[config.mk]
export PLATFORM = sky130hd
export DESIGN_NAME = baseerat_demux_flat
export DESIGN_NICKNAME = d
export VERILOG_FILES = /design/src/rtl/baseerat_demux_if.sv /design/src/rtl/baseerat_demux.sv /design/src/flat_wrapper.sv
export SDC_FILE = /design/constraint.sdc
export NUM_CORES = 1
export LEC_CHECK = 0
export BUFFER_PORTS_ARGS = -buffer_cell sky130_fd_sc_hd__buf_2
export CAP_MARGIN = 20
export CORE_ASPECT_RATIO = 0.7
export CORE_MARGIN = 2
export CORE_UTILIZATION = 40
export CTS_CLUSTER_DIAMETER = 40
export DETAILED_ROUTE_END_ITERATION = 12
export GPL_TIMING_DRIVEN = 0
export HOLD_SLACK_MARGIN = 0.03
export PLACE_DENSITY = 0.72
export SLEW_MARGIN = 5
export SYNTH_ARGS = -nofsm -noshare
export SYNTH_HDL_FRONTEND = slang
export SYNTH_SLANG_ARGS = --single-unit
[constraint.sdc]
create_clock -name clk -period 2.65 [get_ports clk]
set_input_delay 0.53 -clock clk [delete_from_list [all_inputs] [get_ports clk]]
set_output_delay 0.53 -clock clk [all_outputs]
set_load 0.01 [all_outputs]
[src/rtl/baseerat_demux_if.sv]
// Stream bundle between a single-input source and the two-output demux.
// Pure wiring, no latency.
// Carries both valid/ready handshakes, so backpressure passes straight through.
interface baseerat_demux_if #(
   parameter int DATA_WIDTH = 16
);
   logic [DATA_WIDTH-1:0] din;
   logic                  din_valid;
   logic                  din_last;
   logic                  din_ready;
   logic                  sel;
   logic [DATA_WIDTH-1:0] dout0;
   logic                  dout0_valid;
   logic                  dout0_last;
   logic                  dout0_ready;
   logic [DATA_WIDTH-1:0] dout1;
   logic                  dout1_valid;
   logic                  dout1_last;
   logic                  dout1_ready;
   logic                  busy;

   // Source side: drives the input stream and the sink readies.
   modport master (
      output din, din_valid, din_last, sel, dout0_ready, dout1_ready,
      input  din_ready, dout0, dout0_valid, dout0_last,
             dout1, dout1_valid, dout1_last, busy
   );

   // Demux side.
   modport slave (
      input  din, din_valid, din_last, sel, dout0_ready, dout1_ready,
      output din_ready, dout0, dout0_valid, dout0_last,
             dout1, dout1_valid, dout1_last, busy
   );
endinterface

[src/rtl/baseerat_demux.sv]
// Packet-granular 1:2 stream demux; sel picks the port on each packet's first beat (1 -> port 0).
// Latency 0 with REG_OUT=0, 1 cycle with REG_OUT=1 (2-entry skid buffer per port).
// din_ready follows the routed port only: its ready (REG_OUT=0) or its buffer not full (REG_OUT=1).
module baseerat_demux #(
   parameter int DATA_WIDTH = 16,
   parameter bit REG_OUT    = 1'b1
) (
   input logic             clk,
   input logic             resetn,
   baseerat_demux_if.slave io
);
   typedef enum logic {IDLE = 1'b0, PKT = 1'b1} state_t;

   state_t state_q, state_d;
   logic   route_q, route_d;
   logic   route;     // 1 -> port 0, 0 -> port 1
   logic   accept;

   // Per-port view of the output streams, {last, data}.
   logic [1:0][DATA_WIDTH:0] out_dat;
   logic [1:0]               out_vld;
   logic [1:0]               out_rdy;

   assign out_rdy = {io.dout1_ready, io.dout0_ready};
   assign route   = (state_q == IDLE) ? io.sel : route_q;
   assign accept  = io.din_valid & io.din_ready;
   assign io.busy = (state_q == PKT);

   // Packet state and latched route.
   always_ff @(posedge clk or negedge resetn) begin
      if (!resetn) begin
         state_q <= IDLE;
         route_q <= 1'b0;
      end else begin
         state_q <= state_d;
         route_q <= route_d;
      end
   end

   // Enter PKT on an accepted non-last first beat, leave on the accepted last beat.
   always_comb begin
      state_d = state_q;
      route_d = route_q;
      case (state_q)
         IDLE: if (accept && !io.din_last) begin
            state_d = PKT;
            route_d = io.sel;
         end
         PKT: if (accept && io.din_last) state_d = IDLE;
         default: state_d = IDLE;
      endcase
   end

   if (REG_OUT) begin : g_reg
      logic [1:0] full;

      for (genvar p = 0; p < 2; p++) begin : g_port
         logic [DATA_WIDTH:0] mem0, mem1;
         logic                wr_ptr, rd_ptr;
         logic [1:0]          cnt;
         logic                push, pop;

         assign push = accept & (route == (p == 0));
         assign pop  = (cnt != 2'd0) & out_rdy[p];

         // Two-entry ring buffer; cleared on reset so idle outputs read zero.
         always_ff @(posedge clk or negedge resetn) begin
            if (!resetn) begin
               mem0   <= '0;
               mem1   <= '0;
               wr_ptr <= 1'b0;
               rd_ptr <= 1'b0;
               cnt    <= 2'd0;
            end else begin
               if (push) begin
                  if (wr_ptr) mem1 <= {io.din_last, io.din};
                  else        mem0 <= {io.din_last, io.din};
                  wr_ptr <= ~wr_ptr;
               end
               if (pop) rd_ptr <= ~rd_ptr;
               cnt <= cnt + {1'b0, push} - {1'b0, pop};
            end
         end

         assign full[p]    = (cnt == 2'd2);
         assign out_vld[p] = (cnt != 2'd0);
         assign out_dat[p] = rd_ptr ? mem1 : mem0;
      end

      // Ready depends only on buffer occupancy, never on the sink readies.
      assign io.din_ready = resetn & (route ? ~full[0] : ~full[1]);
   end else begin : g_comb
      assign out_vld[0]   = resetn & io.din_valid & route;
      assign out_vld[1]   = resetn & io.din_valid & ~route;
      assign out_dat[0]   = resetn ? {io.din_last, io.din} : '0;
      assign out_dat[1]   = resetn ? {io.din_last, io.din} : '0;
      assign io.din_ready = resetn & (route ? out_rdy[0] : out_rdy[1]);
   end

   assign io.dout0       = out_dat[0][DATA_WIDTH-1:0];
   assign io.dout0_last  = out_dat[0][DATA_WIDTH];
   assign io.dout0_valid = out_vld[0];
   assign io.dout1       = out_dat[1][DATA_WIDTH-1:0];
   assign io.dout1_last  = out_dat[1][DATA_WIDTH];
   assign io.dout1_valid = out_vld[1];
endmodule

[src/flat_wrapper.sv]
// flat-port wrapper written by rule: the top's interface ports become plain ports
module baseerat_demux_flat 
#(
   parameter int DATA_WIDTH = 16,
   parameter bit REG_OUT    = 1'b1
)
  (clk, resetn, io_din, io_din_valid, io_din_last, io_sel, io_dout0_ready, io_dout1_ready, io_din_ready, io_dout0, io_dout0_valid, io_dout0_last, io_dout1, io_dout1_valid, io_dout1_last, io_busy);
  baseerat_demux_if #(.DATA_WIDTH(DATA_WIDTH)) io_i ();
  input logic clk;
  input logic resetn;
  input wire logic [$bits(io_i.din)-1:0] io_din;
  input wire logic [$bits(io_i.din_valid)-1:0] io_din_valid;
  input wire logic [$bits(io_i.din_last)-1:0] io_din_last;
  input wire logic [$bits(io_i.sel)-1:0] io_sel;
  input wire logic [$bits(io_i.dout0_ready)-1:0] io_dout0_ready;
  input wire logic [$bits(io_i.dout1_ready)-1:0] io_dout1_ready;
  output wire logic [$bits(io_i.din_ready)-1:0] io_din_ready;
  output wire logic [$bits(io_i.dout0)-1:0] io_dout0;
  output wire logic [$bits(io_i.dout0_valid)-1:0] io_dout0_valid;
  output wire logic [$bits(io_i.dout0_last)-1:0] io_dout0_last;
  output wire logic [$bits(io_i.dout1)-1:0] io_dout1;
  output wire logic [$bits(io_i.dout1_valid)-1:0] io_dout1_valid;
  output wire logic [$bits(io_i.dout1_last)-1:0] io_dout1_last;
  output wire logic [$bits(io_i.busy)-1:0] io_busy;
  assign io_i.din = io_din;
  assign io_i.din_valid = io_din_valid;
  assign io_i.din_last = io_din_last;
  assign io_i.sel = io_sel;
  assign io_i.dout0_ready = io_dout0_ready;
  assign io_i.dout1_ready = io_dout1_ready;
  assign io_din_ready = io_i.din_ready;
  assign io_dout0 = io_i.dout0;
  assign io_dout0_valid = io_i.dout0_valid;
  assign io_dout0_last = io_i.dout0_last;
  assign io_dout1 = io_i.dout1;
  assign io_dout1_valid = io_i.dout1_valid;
  assign io_dout1_last = io_i.dout1_last;
  assign io_busy = io_i.busy;
  baseerat_demux #(.DATA_WIDTH(DATA_WIDTH), .REG_OUT(REG_OUT)) u_core (.clk(clk), .resetn(resetn), .io(io_i));
endmodule
; Word-level counts from Yosys, hierarchy flattened
; Cells that the tools add are included.
[totals]
mem_bits_rw = 0
in_bits = 23
ff_bits = 78
memories = 0
mem_bits_ro = 0
word_cells = 49
latch_bits = 0
output_inout_bits = 38
[classes]
bitwise = 14
n_mul = 0
shifts = 0
n_lt_le_gt_ge = 0
n_reduce_logical = 10
add_sub_neg = 4
n_eq_ne = 2
div_mod_pow = 0
mux = 7
[ops]
columns = cell, n
row1 = $mux 17, 2
row2 = $reduce_and 2->1, 5
row3 = $not 1->1, 8
row4 = $and 1x1->1, 6
row5 = $add 2x1->2, 2
row6 = $eq 2x2->1 const B, 2
row7 = $mux 1, 4
row8 = $reduce_bool 2->1, 2
row9 = $sub 2x1->2, 2
row10 = $logic_and 1x1->1, 2
row11 = $pmux 1 s2, 1
row12 = $logic_not 1->1, 1

; Longest topological paths before layout
; Gate-level depths: netlist of run 1.
[depth]
ltp_word = 8
ltp_mapped = 6
mapped_depth_nobuf = 5

; Worst setup path before layout of run 1
; No wires, ideal clock.
[synth_timing]
path_kind = reg-to-reg
startpoint = reg with a tool-made name
endpoint = reg u_core.g_reg.g_port[1].mem0[10]
setup_ns = 0.125
arrival_ns = 1.980
path_buffers = 2
slack_ns = 0.545
path_stages_with_launch = 7
cell_sequence = dfrtp_1 mux2i_4 nor3b_4 and2b_1 buf_6 buf_12 mux2_4
[synth_lines]
columns = item, line
row1 = "end signal, assigned", baseerat_demux.sv:77  ; else mem0 <= {io.din_last, io.din};
row2 = "end, declared", baseerat_demux.sv:58  ; logic [DATA_WIDTH:0] mem0, mem1;

; Final worst setup path of run 1
[layout_timing]
startpoint = reg u_core.g_reg.g_port[1].rd_ptr
endpoint = out io_dout1[12]
[layout_via]
elab_chain_cells = 1
[layout_lines]
columns = item, line
row1 = "start, declared", baseerat_demux.sv:59  ; logic wr_ptr, rd_ptr;
row2 = "start signal, assigned", baseerat_demux.sv:80  ; if (pop) rd_ptr <= ~rd_ptr;
row3 = $mux 17, baseerat_demux.sv:87  ; assign out_dat[p] = rd_ptr ? mem1 : mem0;
row4 = "end, declared", flat_wrapper.sv:21  ; output wire logic [$bits(io_i.dout1)-1:0] io_dout1;
; No other way between the ends.

==> results.cfg, run 1 <==
[cells_and_area]
design.final.nets = 323
final-instance-count-excl-fill = 423
final_util_pct = 50.53
antenna_cells = 0
post_route_cells_drive_above_1_share_pct = 64.03
syn_to_final_growth_pct = 21.53
final_cell_area_sq_mm = 0.004302

[grt]
initial_antenna_violation_count = 0
grt_start_max_net_pins = 70
grt_pass1_vias = 2218
grt_pass1_wl_um = 11590
grt_use_total_pct = 16.71
grt.overflow.total = 0

[place]
place_hpwl_um = 4770
numPlacedInstances = 408
gp_congestion = 0.6965
port-buffer-count = 60
placed_cell_area_sq_mm = 0.004020

[yosys]
avgSynthCellArea_sq_um = 15.59
synth_ff_type = dfrtp_1
synthArstFlopShare_pct = 100.0
yosys.cell_count.top_type = mux2_2
syn-cell-area_sq_mm = 0.003540
synth_nets = 252
ys_types = 28
yosys-top-cells-count = mux2_2, dfrtp_1, mux2_4
seq_area_frac_synth_pct = 55.14
yosys.area.top_type = dfrtp_1
synth_edf_count = 0
postSynthRegisterBits = 78
yosysWarningCount = 0
synth_top_cells_by_area = dfrtp_1, mux2_2, mux2_4
area_share_of_the_leading_cell_type_in_the_synthesized_netlist_pct = 55.14
number_of_standard_cells_after_synthesis = 227

[clocking]
cts_made_buffers = 9
tritoncts = built
cts_max_path_buffers = 2
worst_setup_hold_path_clk_slew_ns = 0.06
htree_levels = 3
clock_tree.root_cell = clkbuf_16
cts_setup_buffers = 0
clock_latency_ns = 0.34
tritoncts_num_sinks = 78

[timing]
worst_slew_pin_slew_ns = 0.6675
final.setup_skew_ns = 0.005640
setup_repair_after_global_routing_missed_its_margin = no
finalSetupTns_ns = 0
hold_violations = 0
finalSetupViolCount = 0
max-slew-margin-rel_pct = 55.17
timing_max_transition_violations_final = 0
post-route-min-period_ns = 2.414
final_min_period_over_clock_period_pct = 91.10
fmax_mhz = 414.2

[route]
detailedRoute.firstIterationViolations = 61
detailedRoute.firstPassIterationCount = 6
postRouteWirelength_um = 6990
num_vias = 2061
routed_via_density = 4.872
final_antenna_net_count = 0
number_of_remaining_drc_errors = 0
wire_per_inst_um = 16.52

[critical_path]
ff2ff_path_depth = 6
r2r_end = u_core.g_reg.g_port[1].mem0[10]$_DFFE_PN0P_
critical_path_data_arrival_time_ns = 1.88
path_cells = clkbuf_2, mux2_2, buf_2
rrSetupSlack_ns = 0.35
crit_fanout = 10
cpMaxStageDelayCell = dfrtp_1
timing.critical_path.from_type = flop
critical_path.max_stage_delay_ns = 0.62
worst_ep_required_time_ns = 2.12
critPathCaptureType = primary output
critical_path_class = flop to primary output

[status]
outcome = completed

[hold_path]
hold_path.class = input port to asynchronous set/reset pin

[floorplan]
ioPinCount = 61
floorplan_die_width_um = 116.4
area_of_the_core_sq_mm = 0.008513
rows = 28
fp.dieArea_sq_mm = 0.009630
floorplan.die.height_um = 82.71
start_util_pct = 41.58

[pwr]
power.density_cell_area_mw_per_mm2 = 1282
power.leakage_nw = 1.971
vdd.ir_drop.worst_uv = 563.1
total_power_mw = 5.515

[flow_run]
max-cap-violations = 0
-- registers in the layout, summed over array words and instances (netlist names), named ones only --
name	flops
u_core.g_reg.g_port.mem0	34
u_core.g_reg.g_port.mem1	34
u_core.g_reg.g_port.cnt	4
u_core.g_reg.g_port.rd_ptr	2
u_core.g_reg.g_port.wr_ptr	2
u_core.route_q	1
-- cells in the final DEF (no fill, tap or decap), types with 3 or more instances in the layout --
cell type	instances
mux2_2	92
dfrtp_1	78
buf_2	60
mux2_4	10
clkbuf_16	9
xnor2_1	6
xor2_1	4
clkinv_2	4
and2_1	3
nor2b_1	3
-- power by group --
part / internal (mW) / switching, mW / leakage, nW / total (mW)
sequential: 1.79 / 0.372 / 0.940 / 2.16
clock: 0.655 / 0.467 / 0.142 / 1.12
combinational: 1.30 / 0.935 / 0.889 / 2.23
-- repair_timing --
action                                  in CTS  in global routing
hold buffers                                 1                  0
endpoints found under the hold margin        9                  0
resized for setup                            2                  0
endpoints found under the setup margin      18                 18
-- area by class of cell --
type | count | area [sq um]
Fill cell | 777 | 4212
Sequential cell | 78 | 1952
Multi-Input combinational cell | 138 | 1510
Timing Repair Buffer | 62 | 340.3
Clock buffer | 10 | 239.0
Tap cell | 120 | 150.1
Buffer | 7 | 65.06
Clock inverter | 6 | 37.54
Inverter | 2 | 7.507
-- worst max-delay path by stage --
stage | from | end | slack [ns] | depth (start not counted)
2_1_floorplan | flop | u_core.g_reg.g_port[1].mem0[10]$_DFFE_PN0P_ | 0.55 | 6
3_3_place_gp | resetn | u_core.g_reg.g_port[0].mem0[11]$_DFFE_PN0P_ | -1.33 | 5
3_5_place_dp | u_core.g_reg.g_port[1].rd_ptr$_DFFE_PN0P_ | io_dout1[9] | 0.19 | 4
4_1_cts | u_core.g_reg.g_port[1].rd_ptr$_DFFE_PN0P_ | io_dout1[9] | 0.01 | 4
5_1_grt | u_core.g_reg.g_port[0].rd_ptr$_DFFE_PN0P_ | io_dout0[15] | 0.13 | 3
6_report | u_core.g_reg.g_port[1].rd_ptr$_DFFE_PN0P_ | io_dout1[12] | 0.24 | 3
-- cell families after synthesis --
family / Yosys count / share of synthesized area (%)
muxes: 104 / 34.43
DFF: 78 / 55.14
and+or+nand+nor: 18 / 4.278
buffers and inverters: 11 / 2.191
xor gates and xnor gates: 10 / 2.474
AOI/OAI and AO/OA: 4 / 0.7778
adders and majority gates: 2 / 0.7069
-- metrics by stage --
step                hold slack, ns  setup slack, ns
global placement            0.4813           -1.331
global route                0.2419           0.1258
detailed placement          0.3851           0.1884
CTS                         0.2310          0.01350
floorplan                   0.2344           0.5450
finish                      0.2195           0.2359
-- worst max-delay path: cells and delay by family (launching register included) --
kind	cells	cell delay [ns]
flops	1	0.62
buf+inv	2	0.54
mux	1	0.39
-- metal layers --
layer / vias to the layer above / part of all wire (%) / global-route usage (%)
met2: 50 / 46 / 25.81
met5: - / 0 / 0
li1: 955 / - / -
met3: 4 / 7.1 / 8.248
met4: 0 / 0.63 / 4.286
met1: 1052 / 46 / 21.10
Note: power is estimated with default switching activity, not from simulation.
==> inputs of run 2 (changes only) <==
CORE_UTILIZATION = 50   (was 40)
PLACE_DENSITY = 0.84   (was 0.72)
==> results.cfg, run 2 (same netlist as run 1, synthesis figures left out) <==
[status]
outcome = completed

[grt]
met3_resource_use_gr_pct = 5.083
grt.met1_usage_pct = 26.49
grt_pass1_vias = 2239
grt_pass1_wl_um = 11280
grt_start_max_net_pins = 56
grt-busiest-layer = met2
grt_use_total_pct = 19.31
initial_antenna_violation_count = 0
met2_usage_pct = 30.43
grt.overflow.total = 0

[floorplan]
floorplan.die.height_um = 74.40
start_util_pct = 52.15
fp.dieArea_sq_mm = 0.007779
rows = 25
ioPinCount = 61
floorplan_die_width_um = 104.6
area_of_the_core_sq_mm = 0.006788

[timing]
post-route-min-period_ns = 2.486
finalSetupTns_ns = 0
setup_repair_after_global_routing_missed_its_margin = no
final.setup_skew_ns = 0.008913
worst_slew_pin_slew_ns = 0.5612
hold_violations = 0
timing_max_transition_violations_final = 0
final_min_period_over_clock_period_pct = 93.82
fmax_mhz = 402.2
worst_hold_slack_ns = 0.08541
finalSetupViolCount = 0
max-slew-margin-rel_pct = 62.51

[hold_path]
hold_path.class = input port to asynchronous set/reset pin

[critical_path]
worst_ep_required_time_ns = 2.12
critical_path_data_arrival_time_ns = 1.96
critical_path.max_stage_delay_ns = 0.66
critical_path_class = flop to primary output
cp.buffers_inverters = 2
timing.critical_path.from_type = flop
crit_fanout = 10
path_cells = clkbuf_2, mux2_2, buf_2
cpMaxStageDelayCell = dfrtp_1
cpLargestDelayFamily = flip-flops
critPathCaptureType = primary output

[cells_and_area]
layout_top_registers = u_core.g_reg.g_port.mem0: 34 flops, u_core.g_reg.g_port.mem1: 34 flops, u_core.g_reg.g_port.cnt: 4 flops
post_route_cells_drive_above_1_share_pct = 64.61
final_cell_area_sq_mm = 0.004272
antenna_cells = 0
top_library_cells_by_usage_in_the_layout_fill_and_taps_aside = mux2_2, dfrtp_1, buf_2
design.final.nets = 329
fill_cells = 529
syn_to_final_growth_pct = 20.68
mostFrequentLayoutCell = mux2_2

[pwr]
p_seq_share_pct = 39.6
p_clk_share_pct = 19.3
cellInternalPower_mw = 3.743
logic_pwr_share_pct = 41.1
power.density_cell_area_mw_per_mm2 = 1279
vdd.ir_drop.worst_uv = 590.3
power.leakage_nw = 1.982
power.net_switching_mw = 1.720
sw_frac_of_total_pct = 31.48

[route]
wire_per_inst_um = 16.77
detailedRoute.firstPassIterationCount = 4
num_vias = 2082
detailedRoute.firstIterationViolations = 71
routed_via_density = 5.179
final_antenna_net_count = 0
postRouteWirelength_um = 6741
number_of_remaining_drc_errors = 0

[place]
gp_congestion = 0.6881
place_hpwl_um = 4741
placed_cell_area_sq_mm = 0.003988
port-buffer-count = 60

[clocking]
htree_levels = 3
clock_tree.root_cell = clkbuf_8
tritoncts_num_sinks = 78
clock_latency_ns = 0.35
cts_max_path_buffers = 2
tritoncts = built
worst_setup_hold_path_clk_slew_ns = 0.08
cts_made_buffers = 9
cts.hold.buffers_added = 0

[flow_run]
max-cap-violations = 0
## run 2: cell count changes in the layout (fill, tap and decap cells not counted)
cell / before / now
clkbuf_16: 9 / 0
clkbuf_8: 1 / 10
buf_4: 2 / 9
bufinv_16: 0 / 3
clkinv_2: 4 / 1
clkinv_4: 2 / 0
clkbuf_1: 0 / 1
dlygate4sd3_1: 1 / 0
## run 2: what timing repair did
item,in CTS,in global routing
setup buffers,0,7
cloned,0,0
setup endpoints to repair,18,32
pin swaps,0,2
resized for setup,2,0
## run 2: metrics by stage
| step | instances | power [mW] | utilization, % | setup WS, ns |
|---|---|---|---|---|
| detailed placement | 382 | 4.427 | 58.75 | -0.2880 |
| global route | 402 | 5.809 | 62.93 | 0.002004 |
| global placement | 381 | 4.319 | 58.30 | -1.326 |
| CTS | 396 | 5.492 | 62.21 | 0.04354 |
| floorplan | 227 | 3.664 | - | 0.5450 |
| finish | 402 | 5.462 | 62.93 | 0.1637 |
## run 2: path summary, 6_finish.rpt
| kind | from | end | slack (ns) | cells past startpoint |
|---|---|---|---|---|
| setup / recovery | u_core.g_reg.g_port[1].rd_ptr$_DFFE_PN0P_ | io_dout1[9] | 0.16 | 3 |
| hold / removal | resetn | u_core.route_q$_DFFE_PN0P_ | 0.09 | 1 |
| setup reg to reg | flop | u_core.g_reg.g_port[1].mem0[16]$_DFFE_PN0P_ | 0.46 | 6 |
| hold reg to reg | u_core.g_reg.g_port[1].mem1[8]$_DFFE_PN0P_ | u_core.g_reg.g_port[1].mem1[8]$_DFFE_PN0P_ | 0.50 | 1 |
| max in group asynchronous | resetn | u_core.g_reg.g_port[1].mem0[9]$_DFFE_PN0P_ | 1.99 | 2 |
| min in group clk | io_sel | u_core.route_q$_DFFE_PN0P_ | 0.45 | 3 |
## run 2: metal layers
| layer | share of wire (%) | vias up | wire (um) |
|---|---|---|---|
| met4 | 1.3 | 0 | 86 |
| met3 | 5.3 | 12 | 354 |
| met1 | 49 | 1054 | 3310 |
| li1 | - | 965 | - |
| met2 | 44 | 51 | 2989 |
| met5 | 0 | - | 0 |
## run 2: area by class of cell
| cell class | count | area (sq um) | area share (%) |
|---|---|---|---|
| buffer | 7 | 65.06 | 1.523 |
| sequential | 78 | 1952 | 45.69 |
| tap | 94 | 117.6 | 2.753 |
| clock buffer | 11 | 141.4 | 3.310 |
| multi-input combinational | 138 | 1510 | 35.35 |
| timing repair buffer | 68 | 382.9 | 8.963 |
| clock inverter | 4 | 95.09 | 2.226 |
| inverter | 2 | 7.507 | 0.1757 |
## run 2: power groups by stage
stage	registers, mW	clock network, mW	logic [mW]
2_1_floorplan	2.02	0	1.64
3_3_place_gp	2.07	0	2.25
3_5_place_dp	2.12	0	2.31
4_1_cts	2.13	1.07	2.29
5_1_grt	2.24	1.12	2.45
6_report	2.17	1.05	2.24
## run 2: worst reg2reg max path, stage by stage, from the launching register on
cell     delay, ns
dfrtp_1       0.48
mux2i_4       0.40
nor3b_4       0.38
and2b_1       0.19
buf_6         0.16
buf_12        0.16
mux2_4        0.31
